### src/rtl/reg_scoreboard_if.sv
// Decode/pipeline interface of the register scoreboard.
// The master side (pipeline control) drives issue, source-select and advance/flush;
// the slave side (scoreboard) returns stall and the tracked-state summaries.
interface reg_scoreboard_if #(
  parameter int NREGS = 32,
  parameter int REGW  = 5,
  parameter int DEPTH = 2,
  parameter int CNTW  = 16
);
  localparam int CW = $clog2(DEPTH + 1);

  logic              issue_valid;
  logic              issue_wen;
  logic [REGW-1:0]   issue_wsel;
  logic [REGW-1:0]   rsel1;
  logic [REGW-1:0]   rsel2;
  logic              advance;
  logic              flush;
  logic              stall;
  logic [NREGS-1:0]  pending;
  logic [CW-1:0]     inflight;
  logic [CNTW-1:0]   stall_cnt;

  modport master (
    output issue_valid, issue_wen, issue_wsel, rsel1, rsel2, advance, flush,
    input  stall, pending, inflight, stall_cnt
  );

  modport slave (
    input  issue_valid, issue_wen, issue_wsel, rsel1, rsel2, advance, flush,
    output stall, pending, inflight, stall_cnt
  );
endinterface

### src/rtl/reg_scoreboard.sv
// Register scoreboard: tracks in-flight destination registers between decode
// and writeback (slot 0 = EX, slot DEPTH-1 = MEM), raises the decode RAW stall
// and reports pending registers, in-flight count and a saturating stall counter.
// Writeback is write-before-read, so the record leaving the last slot is not
// considered for hazards.
module reg_scoreboard #(
  parameter int NREGS = 32,
  parameter int REGW  = 5,
  parameter int DEPTH = 2,
  parameter int CNTW  = 16
) (
  input logic             clk,
  input logic             n_rst,
  reg_scoreboard_if.slave bus
);
  localparam int CW = $clog2(DEPTH + 1);

  logic [DEPTH-1:0] vld_r;
  logic [REGW-1:0]  wsel_r [DEPTH];
  logic [CNTW-1:0]  cnt_r;

  logic             hit_s;
  logic             stall_s;
  logic             issue_ok_s;
  logic [NREGS-1:0] pending_s;
  logic [CW-1:0]    inflight_s;

  // Number of set bits in the slot valid vector.
  function automatic logic [CW-1:0] popcount(input logic [DEPTH-1:0] v);
    logic [CW-1:0] n;
    n = {CW{1'b0}};
    for (int i = 0; i < DEPTH; i++) begin
      n = n + CW'(v[i]);
    end
    return n;
  endfunction

  // Source-operand match against any valid, non-zero tracked destination.
  always_comb begin
    hit_s = 1'b0;
    for (int i = 0; i < DEPTH; i++) begin
      if (vld_r[i] && (wsel_r[i] != {REGW{1'b0}}) &&
          ((wsel_r[i] == bus.rsel1) || (wsel_r[i] == bus.rsel2))) begin
        hit_s = 1'b1;
      end else begin
        hit_s = hit_s;
      end
    end
  end

  // Stall only for a real decode instruction; issue is blocked by stall or flush.
  always_comb begin
    stall_s    = bus.issue_valid & hit_s;
    issue_ok_s = bus.issue_valid & bus.issue_wen &
                 (bus.issue_wsel != {REGW{1'b0}}) & ~stall_s & ~bus.flush;
  end

  // One-hot OR of valid destinations; register 0 never reads as pending.
  always_comb begin
    pending_s = {NREGS{1'b0}};
    for (int i = 0; i < DEPTH; i++) begin
      if (vld_r[i]) begin
        pending_s[wsel_r[i]] = 1'b1;
      end else begin
        pending_s = pending_s;
      end
    end
    pending_s[0] = 1'b0;
  end

  // In-flight count.
  always_comb begin
    inflight_s = popcount(vld_r);
  end

  // Slot shift on advance; flush kills the record that is (or was) in EX.
  always_ff @(posedge clk or negedge n_rst) begin
    if (!n_rst) begin
      vld_r <= {DEPTH{1'b0}};
      for (int i = 0; i < DEPTH; i++) begin
        wsel_r[i] <= {REGW{1'b0}};
      end
    end else if (bus.advance) begin
      vld_r[0]  <= issue_ok_s;
      wsel_r[0] <= issue_ok_s ? bus.issue_wsel : {REGW{1'b0}};
      for (int i = 1; i < DEPTH; i++) begin
        vld_r[i]  <= ((i == 1) && bus.flush) ? 1'b0 : vld_r[i-1];
        wsel_r[i] <= wsel_r[i-1];
      end
    end else if (bus.flush) begin
      vld_r[0] <= 1'b0;
    end
  end

  // Saturating count of cycles where decode stalls while the pipe advances.
  always_ff @(posedge clk or negedge n_rst) begin
    if (!n_rst) begin
      cnt_r <= {CNTW{1'b0}};
    end else if (stall_s && bus.advance && (cnt_r != {CNTW{1'b1}})) begin
      cnt_r <= cnt_r + CNTW'(1);
    end
  end

  assign bus.stall     = stall_s;
  assign bus.pending   = pending_s;
  assign bus.inflight  = inflight_s;
  assign bus.stall_cnt = cnt_r;
endmodule
### src/flat_wrapper.sv
// flat-port wrapper written by rule: the top's interface ports become plain ports
module reg_scoreboard_flat 
#(
  parameter int NREGS = 32,
  parameter int REGW  = 5,
  parameter int DEPTH = 2,
  parameter int CNTW  = 16
)
  (clk, n_rst, bus_issue_valid, bus_issue_wen, bus_issue_wsel, bus_rsel1, bus_rsel2, bus_advance, bus_flush, bus_stall, bus_pending, bus_inflight, bus_stall_cnt);
  reg_scoreboard_if #(.NREGS(NREGS), .REGW(REGW), .DEPTH(DEPTH), .CNTW(CNTW)) bus_i ();
  input logic clk;
  input logic n_rst;
  input wire logic [$bits(bus_i.issue_valid)-1:0] bus_issue_valid;
  input wire logic [$bits(bus_i.issue_wen)-1:0] bus_issue_wen;
  input wire logic [$bits(bus_i.issue_wsel)-1:0] bus_issue_wsel;
  input wire logic [$bits(bus_i.rsel1)-1:0] bus_rsel1;
  input wire logic [$bits(bus_i.rsel2)-1:0] bus_rsel2;
  input wire logic [$bits(bus_i.advance)-1:0] bus_advance;
  input wire logic [$bits(bus_i.flush)-1:0] bus_flush;
  output wire logic [$bits(bus_i.stall)-1:0] bus_stall;
  output wire logic [$bits(bus_i.pending)-1:0] bus_pending;
  output wire logic [$bits(bus_i.inflight)-1:0] bus_inflight;
  output wire logic [$bits(bus_i.stall_cnt)-1:0] bus_stall_cnt;
  assign bus_i.issue_valid = bus_issue_valid;
  assign bus_i.issue_wen = bus_issue_wen;
  assign bus_i.issue_wsel = bus_issue_wsel;
  assign bus_i.rsel1 = bus_rsel1;
  assign bus_i.rsel2 = bus_rsel2;
  assign bus_i.advance = bus_advance;
  assign bus_i.flush = bus_flush;
  assign bus_stall = bus_i.stall;
  assign bus_pending = bus_i.pending;
  assign bus_inflight = bus_i.inflight;
  assign bus_stall_cnt = bus_i.stall_cnt;
  reg_scoreboard #(.NREGS(NREGS), .REGW(REGW), .DEPTH(DEPTH), .CNTW(CNTW)) u_core (.clk(clk), .n_rst(n_rst), .bus(bus_i));
endmodule
### config.mk
export PLATFORM = sky130hd
export DESIGN_NAME = reg_scoreboard_flat
export DESIGN_NICKNAME = d
export VERILOG_FILES = /design/src/rtl/reg_scoreboard_if.sv /design/src/rtl/reg_scoreboard.sv /design/src/flat_wrapper.sv
export SDC_FILE = /design/constraint.sdc
export NUM_CORES = 1
export LEC_CHECK = 0
export CORE_MARGIN = 8
export CORE_UTILIZATION = 54
export CTS_CLUSTER_DIAMETER = 50
export DETAILED_ROUTE_END_ITERATION = 16
export DONT_BUFFER_PORTS = 1
export PLACE_DENSITY_LB_ADDON = 0.25
export SLEW_MARGIN = 20
export SYNTH_ARGS = -nofsm -noshare
export SYNTH_HDL_FRONTEND = slang
export SYNTH_SLANG_ARGS = --single-unit
### constraint.sdc
create_clock -name clk -period 1.8 [get_ports clk]
set_input_delay 0.27 -clock clk [delete_from_list [all_inputs] [get_ports clk]]
set_output_delay 0.27 -clock clk [all_outputs]
set_load 0.01 [all_outputs]
==> reports/metrics.cfg, run 1 <==
[run_status]
error=[ERROR DPL-0033] detailed placement checks failed during check placement.
status=did not finish
failing_step=5_1_grt

[place]
postPlaceCellArea_um2=2350
hpwl_um=4700
place_congestion=0.950
io_buffers=0
place_inst=295

[clock_tree]
numCtsBuffers=3
htreeDepth=1
clock_sink_count=28
root_buffer=clkbuf_8
ctsLongestPathBuffers=2

[yosys]
synth_warnings=0
ys_seq_elements=28
ys_seq_area_share_pct=35.1
ys.flop_type=dfrtp_1
syn-instance-count=217
syn_area_um2=1990
syn_nets=240
synth_edf_count=0
async_reset_ff_share_pct=100
avgSynthCellArea_um2=9.19
yosysUniqueCellTypes=38

[floorplan]
start_util_pct=55.3
die_w_um=76.8
die_h_um=76.8
io_pins=72
std_cell_rows=22

[timing]
worstEpCategory=primary output
grt-worst-endpoint=bus_stall

[global_route]
antenna_found_initial=0
grt_max_degree=29

-- through the flow --
| step | setup WS [ns] | TNS (ns) |
|---|---|---|
| after floorplan | -0.144 | -1.12 |
| after global placement | -0.141 | -1.39 |
| after detailed placement | -0.214 | -2.66 |
| after CTS | -0.366 | -5.28 |
-- Yosys cell counts, types with 3 or more instances --
| cell | count | area [µm²] |
|---|---|---|
| nor3_1 | 7 | 35.0 |
| nand3b_1 | 10 | 75.1 |
| nand2_1 | 15 | 56.3 |
| o22ai_1 | 33 | 206 |
| xnor2_1 | 26 | 228 |
| buf_2 | 11 | 55.1 |
| a22o_1 | 6 | 52.6 |
| dfrtp_1 | 28 | 701 |
| or3b_2 | 5 | 43.8 |
| xor2_1 | 8 | 70.1 |
| nand3_1 | 16 | 80.1 |
| nor2_1 | 8 | 30.0 |
| nand4_1 | 5 | 31.3 |
| mux2_2 | 5 | 56.3 |
| inv_1 | 3 | 11.3 |
-- cell families after synthesis --
| family | Yosys count | synth area share, % |
|---|---|---|
| mux | 6 | 3.39 |
| flops | 28 | 35.1 |
| simple gates | 80 | 24.1 |
| other cells | 1 | 0.188 |
| xor+xnor | 34 | 14.9 |
| buf+inv | 18 | 4.64 |
| fa+ha+maj | 2 | 1.25 |
| compound gates | 48 | 16.4 |
-- timing repair --
item	4_1_cts
endpoints found under the setup margin	54
hold buffers	2
gates cloned	0
buffers inserted	17
resized for setup	83
hold endpoints to repair	28
pin swaps	20
==> run 2, diff against run 1 <==
--- a/config.mk
+++ b/config.mk
@@ -6,11 +6,10 @@
 export NUM_CORES = 1
 export LEC_CHECK = 0
 export CORE_MARGIN = 8
-export CORE_UTILIZATION = 54
-export CTS_CLUSTER_DIAMETER = 50
+export CORE_UTILIZATION = 39
 export DETAILED_ROUTE_END_ITERATION = 16
 export DONT_BUFFER_PORTS = 1
-export PLACE_DENSITY_LB_ADDON = 0.25
+export PLACE_DENSITY_LB_ADDON = 0.15
 export SLEW_MARGIN = 20
 export SYNTH_ARGS = -nofsm -noshare
 export SYNTH_HDL_FRONTEND = slang
==> constraint.sdc (replaced) <==
create_clock -name clk -period 2.34 [get_ports clk]
set_input_delay 0.351 -clock clk [delete_from_list [all_inputs] [get_ports clk]]
set_output_delay 0.351 -clock clk [all_outputs]
set_load 0.01 [all_outputs]
==> run 2 against run 1 <==
  * The flow now finishes without violations
  * Synthesized cell count is the same
  * Area after synthesis is the same
==> reports/metrics.cfg, run 2 <==
[timing]
fmax_ghz=0.442
fin_crit_sh_pct=96.6
finalSetupTns_ns=0
min_period_ns=2.26
drv_slew=0
finalHoldViolCount=0
rsz0062_at_grt=no
fin_ws_ns=0.0792
fin_skew_ns=0.00561
setup_viol=0

[hold_path]
hold_depth=1
hold_start=bus_advance
min_path_type=in2reg
min_to=u_core.vld_r[0]$_DFF_PN0_

[yosys]
syn-instance-count=217  ; unchanged
synth.mux.area_fraction_pct=3.39  ; unchanged
yosysUniqueCellTypes=38  ; unchanged
synthSimpleGateAreaFrac_pct=24.1  ; unchanged
avgSynthCellArea_um2=9.19  ; unchanged
syn_nets=240  ; unchanged
synth_top_family_by_area=simple AND/OR/NAND/NOR gates
synth.area.top_cells=dfrtp_1 (35%), xnor2_1 (11%), o22ai_1 (10%)
synth_adder_area_share_pct=1.25  ; unchanged
synth_top_area_share_pct=35.1  ; unchanged
ys_top_cells_by_count=o22ai_1 (33), dfrtp_1 (28), xnor2_1 (26)
syn_area_um2=1990  ; unchanged
synth_top_area_cell=dfrtp_1
ys_seq_elements=28  ; unchanged
ys_seq_area_share_pct=35.1  ; unchanged
synth_compound_area_share_pct=16.4  ; unchanged
async_reset_ff_share_pct=100  ; unchanged
ys.flop_type=dfrtp_1
synth_warnings=0  ; unchanged
synth_most_common_cell=o22ai_1
synth-xor-area-share_pct=14.9  ; unchanged
synth_edf_count=0  ; unchanged

[critical_path]
endpoint_kind=primary output
critical_path_class=reg2out
r2r_start=u_core.wsel_r[4]$_DFFE_PN0P_
worstPathArrival_ns=1.91
crit_family=compound AO/OA/AOI/OAI gates
path_cells=or3_4 > o31a_1 > a22o_2 > and2_1
max_stage_delay_ns=0.45
critPathBufInv=0
rr_worst_depth=5
cp-start-kind=flip-flop
timing.rr.end=u_core.wsel_r[9]$_DFFE_PN0P_
cp.required_ns=1.99
rrSetupSlack_ns=0.23
cp_max_fo=4
slowest_stage=dfrtp_1

[clock_tree]
clk_latency_ns=0.27
clock_sink_count=28  ; unchanged
cts_tree=built
root_buffer=clkbuf_8
htreeDepth=1  ; unchanged
numCtsBuffers=3  ; unchanged
ctsLongestPathBuffers=2  ; unchanged
clk_pin_slew_ns=0.09

[place]
place_inst=285  ; -3.4%
hpwl_um=4580  ; -2.4%
place_congestion=0.832  ; -12%
io_buffers=0  ; unchanged
dp_slack_ns=0.197  ; +0.411 ns

[drt]
viasPerCell=5.96
drt_pass1_iterations=4
detail_route.wl_per_cell_um=19.6
drtAntennaViolNets=0
drt-initial-drc-count=97
route.vias.total=1741
drc_errors=0
routed_wirelength_um=5720

[power_and_ir_drop]
ir_drop_v=0.000262
leakage_nw=0.821
p_clk_share_pct=31.2
p_sw_share_pct=23.4
power.switching_mw=0.216
p_int_mw=0.705
p_per_area_nw_per_um2=417
pwr-share-comb_pct=13.6
sequentialPowerShare_pct=55.3

[run]
maxCapViolCount=0

[global_route]
grt_max_degree=29
grt_usage_pct=14.4
grt-ovfl-total=0
grt_pass1_wl_um=8950
antenna_found_initial=0
grt_pass1_vias=1769

[final_layout]
final_cell_mix=o22ai_1 (31), xnor2_1 (26), dfrtp_1 (26)
areaGrowthSynthToFinish_pct=10.7
nets=246
final_common_cell=o22ai_1
drive_gt1_share_pct=17.1
largest_reg_flops=16
instances_no_fill=292
antenna_cells_inserted=0
fin_util_pct=44.1
fillers=515

[floorplan]
die_h_um=87.5  ; +14%
dieArea_um2=7660
die_w_um=87.5  ; +14%
coreArea_um2=5010
std_cell_rows=26  ; +18%
io_pins=72  ; unchanged
start_util_pct=39.8  ; -15 points

[run_status]
status=finished clean

==> run 2: cell counts after synthesis <==
Identical to the previous run, type by type.
==> run 2: timing repair <==
| action | in CTS | in global routing |
|---|---|---|
| buffers inserted | 0 | 1 |
| endpoints found under the hold margin | 28 | 0 |
| resized for setup | 0 | 5 |
| hold buffers | 2 | 0 |
| setup endpoints to repair | 0 | 1 |
==> run 2: area by class of cell <==
type | count | area (µm²) | area share, %
sequential | 28 | 703 | 31.9
tap | 70 | 87.6 | 3.97
multi-input combinational | 171 | 1210 | 55.0
timing repair buffer | 16 | 135 | 6.12
inverter | 3 | 11.3 | 0.510
clock buffer | 4 | 55.1 | 2.49
==> run 2: through the flow <==
stage               power (mW)  instance area (µm²)  hold slack [ns]
floorplan                0.607                 1990           0.0554
global placement         0.621                 2100           0.0565
detailed placement       0.625                 2100           0.0567
CTS                      0.932                 2180            0.161
global route             0.969                 2210            0.158
finish                   0.921                 2210            0.169
==> run 2: kinds of logic (layout without fill, tap and decap cells) <==
logic type / count (synthesis) / after routing
DFF: 28 / 28
xor gates and xnor gates: 34 / 34
buffers and inverters: 18 / 23
adders and majority gates: 2 / 2
other: 1 / 1
and+or+nand+nor: 80 / 80
muxes: 6 / 6
AOI/OAI and AO/OA: 48 / 48
==> run 2: power groups by stage <==
stage          logic (mW)  clock network (mW)  registers (mW)
2_1_floorplan      0.0991                   0           0.508
3_3_place_gp        0.102                   0           0.518
3_5_place_dp        0.106                   0           0.519
4_1_cts             0.121               0.301           0.509
5_1_grt             0.137               0.321           0.511
6_report            0.125               0.287           0.509
==> run 2: how the worst max path moves through the flow <==
stage          depth (start not counted)  slack [ns]                          from                           end
6_report                               4        0.08  u_core.wsel_r[4]$_DFFE_PN0P_                     bus_stall
3_3_place_gp                           5        0.22  u_core.wsel_r[3]$_DFFE_PN0P_  u_core.wsel_r[6]$_DFFE_PN0P_
3_5_place_dp                           5        0.20  u_core.wsel_r[3]$_DFFE_PN0P_  u_core.wsel_r[7]$_DFFE_PN0P_
2_1_floorplan                          6        0.40  u_core.wsel_r[2]$_DFFE_PN0P_  u_core.wsel_r[5]$_DFFE_PN0P_
4_1_cts                                6        0.01  u_core.wsel_r[2]$_DFFE_PN0P_                     bus_stall
5_1_grt                                4       0.004  u_core.wsel_r[8]$_DFFE_PN0P_                     bus_stall
==> run 2: per-layer routing <==
metal / track usage (%) / routed length (µm) / up-vias
met3: 4.91 / 637 / 4
li1: - / - / 815
met1: 16.8 / 2380 / 837
met2: 23.8 / 2680 / 85
met4: 5.00 / 29 / 0
met5: 0 / 0 / -
Power figures use the tool's default switching activity.
==> run 3, diff against run 2 <==
--- a/config.mk
+++ b/config.mk
@@ -10,6 +10,7 @@
 export DETAILED_ROUTE_END_ITERATION = 16
 export DONT_BUFFER_PORTS = 1
 export PLACE_DENSITY_LB_ADDON = 0.15
+export RECOVER_POWER = 50
 export SLEW_MARGIN = 20
 export SYNTH_ARGS = -nofsm -noshare
 export SYNTH_HDL_FRONTEND = slang
==> run 3 against run 2 <==
  * Clock skew grew 0.00089 ns
  * Flip-flop and latch count stayed put
  * Register-to-register slack barely moved
  * Via count shrank 0.11%
  * Wire length shrank 0.23%
  * Core utilization fell by 0.62 points
  * Critical path type unchanged
  * Combinational power decreased by 4%
==> reports/metrics.cfg, run 3 (synthesis results as in run 2) <==
[run_status]
status=finished clean

[timing]
fin_ws_ns=0.0837  ; +0.00453 ns
tightest_slew_ns=1.42
finalSetupTns_ns=0  ; unchanged
min_period_ns=2.26  ; -0.00453 ns
fin_skew_ns=0.00649  ; +0.000887 ns
setup_viol=0  ; unchanged
fmax_ghz=0.443  ; +0.20%
fin_crit_sh_pct=96.4  ; -0.19 points
drv_slew=0  ; unchanged
rsz0062_at_grt=no
slew_headroom_pct=5.35
finalHoldViolCount=0  ; unchanged

[final_layout]
final_common_cell=o22ai_1
drive_gt1_share_pct=14.9  ; -2.3 points
nets=246  ; unchanged
fin_util_pct=43.4  ; -0.62 points
largest_reg_flops=16  ; unchanged
antenna_cells_inserted=0  ; unchanged
final_cell_mix=o22ai_1 (31), xnor2_1 (26), dfrtp_1 (26)
areaGrowthSynthToFinish_pct=9.10

[place]
dp_slack_ns=0.197  ; unchanged
hpwl_um=4580  ; unchanged
io_buffers=0  ; unchanged
place_congestion=0.832  ; unchanged

[floorplan]
dieArea_um2=7660  ; unchanged
start_util_pct=39.8  ; unchanged
std_cell_rows=26  ; unchanged
die_w_um=87.5  ; unchanged
die_h_um=87.5  ; unchanged
io_pins=72  ; unchanged
coreArea_um2=5010  ; unchanged

[critical_path]
cp_max_fo=4  ; unchanged
critical_path_class=reg2out
max_stage_delay_ns=0.45  ; about the same
cp.required_ns=1.99  ; about the same
slowest_stage=dfrtp_1
cp-start-kind=flip-flop
endpoint_kind=primary output
path_cells=or3_4 > o31a_1 > a22o_2 > and2_1
worstPathArrival_ns=1.91  ; about the same

[clock_tree]
clock_sink_count=28  ; unchanged
root_buffer=clkbuf_8
numCtsBuffers=3  ; unchanged
ctsLongestPathBuffers=2  ; unchanged
clk_latency_ns=0.27  ; about the same
htreeDepth=1  ; unchanged
clk_pin_slew_ns=0.09  ; about the same
cts_tree=built

[global_route]
grt_pass1_wl_um=8950  ; unchanged
antenna_found_initial=0  ; unchanged
grt_max_degree=29  ; unchanged
grt_pass1_vias=1769  ; unchanged
grt-ovfl-total=0  ; unchanged
grt_usage_pct=14.4  ; unchanged

[power_and_ir_drop]
p_per_area_nw_per_um2=421  ; +0.92%
leakage_nw=0.796  ; -3.1%
ir_drop_v=0.000261  ; -0.37%

[drt]
drtAntennaViolNets=0  ; unchanged
viasPerCell=5.96  ; -0.11%
route.vias.total=1739  ; -0.11%
routed_wirelength_um=5710  ; -0.23%
detail_route.wl_per_cell_um=19.6  ; -0.23%
drc_errors=0  ; unchanged
drt_pass1_iterations=4  ; unchanged
drt-initial-drc-count=111  ; +14%

[run]
maxCapViolCount=0  ; unchanged

[hold_path]
min_path_type=in2reg

==> run 3: worst max-delay path, delay by kind of cell, from the launching register on <==
family	cells	cell delay, ns
AO/OA/AOI/OAI	2	0.61
flip-flops	1	0.45
AND/OR/NAND/NOR	2	0.57
==> run 3: layer usage <==
| metal | share of wire [%] | vias to the layer above | track usage [%] |
|---|---|---|---|
| met4 | 0.47 | 0 | 5.00 |
| met3 | 11 | 2 | 4.91 |
| li1 | - | 813 | - |
| met1 | 41 | 840 | 16.8 |
| met5 | 0 | - | 0 |
| met2 | 47 | 84 | 23.8 |
==> run 3: area by class of cell <==
cell class | instances | area, µm²
sequential | 28 | 703
timing repair buffer | 16 | 104
multi-input combinational | 171 | 1210
fill | 526 | 2830
tap | 70 | 87.6
clock buffer | 4 | 55.1
inverter | 3 | 11.3
==> run 3: final timing paths <==
path	from	to	slack (ns)	depth (start not counted)
setup reg to reg	u_core.wsel_r[4]$_DFFE_PN0P_	u_core.wsel_r[9]$_DFFE_PN0P_	0.24	5
max in group asynchronous	n_rst	u_core.wsel_r[7]$_DFFE_PN0P_	0.46	2
min in group asynchronous	n_rst	u_core.bus.stall_cnt[4]$_DFFE_PN0P_	0.95	2
setup / recovery	u_core.wsel_r[4]$_DFFE_PN0P_	bus_stall	0.08	4
hold reg to reg	u_core.bus.stall_cnt[14]$_DFFE_PN0P_	u_core.bus.stall_cnt[14]$_DFFE_PN0P_	0.59	1
hold / removal	bus_advance	u_core.vld_r[0]$_DFF_PN0_	0.17	1
==> run 3: through the flow <==
| stage | hold WS [ns] | power, mW | area (µm²) | std cells |
|---|---|---|---|---|
| floorplan | 0.0554 | 0.607 | 1990 | 217 |
| global placement | 0.0565 | 0.621 | 2100 | 285 |
| detailed placement | 0.0567 | 0.625 | 2100 | 285 |
| CTS | 0.161 | 0.932 | 2180 | 291 |
| global route | 0.158 | 0.964 | 2180 | 292 |
| finish | 0.171 | 0.916 | 2180 | 292 |
==> run 3: power by group <==
part           total (mW)  internal [mW]  switching, mW
Combinational       0.120         0.0582         0.0620
Clock               0.287          0.150          0.137
Sequential          0.509          0.493         0.0165
==> run 3: repair_timing <==
item | in CTS | in global routing
hold buffers | 2 | 0
setup buffers | 0 | 1
resized for setup | 0 | 5
hold endpoints to repair | 28 | 0
endpoints found under the setup margin | 0 | 1
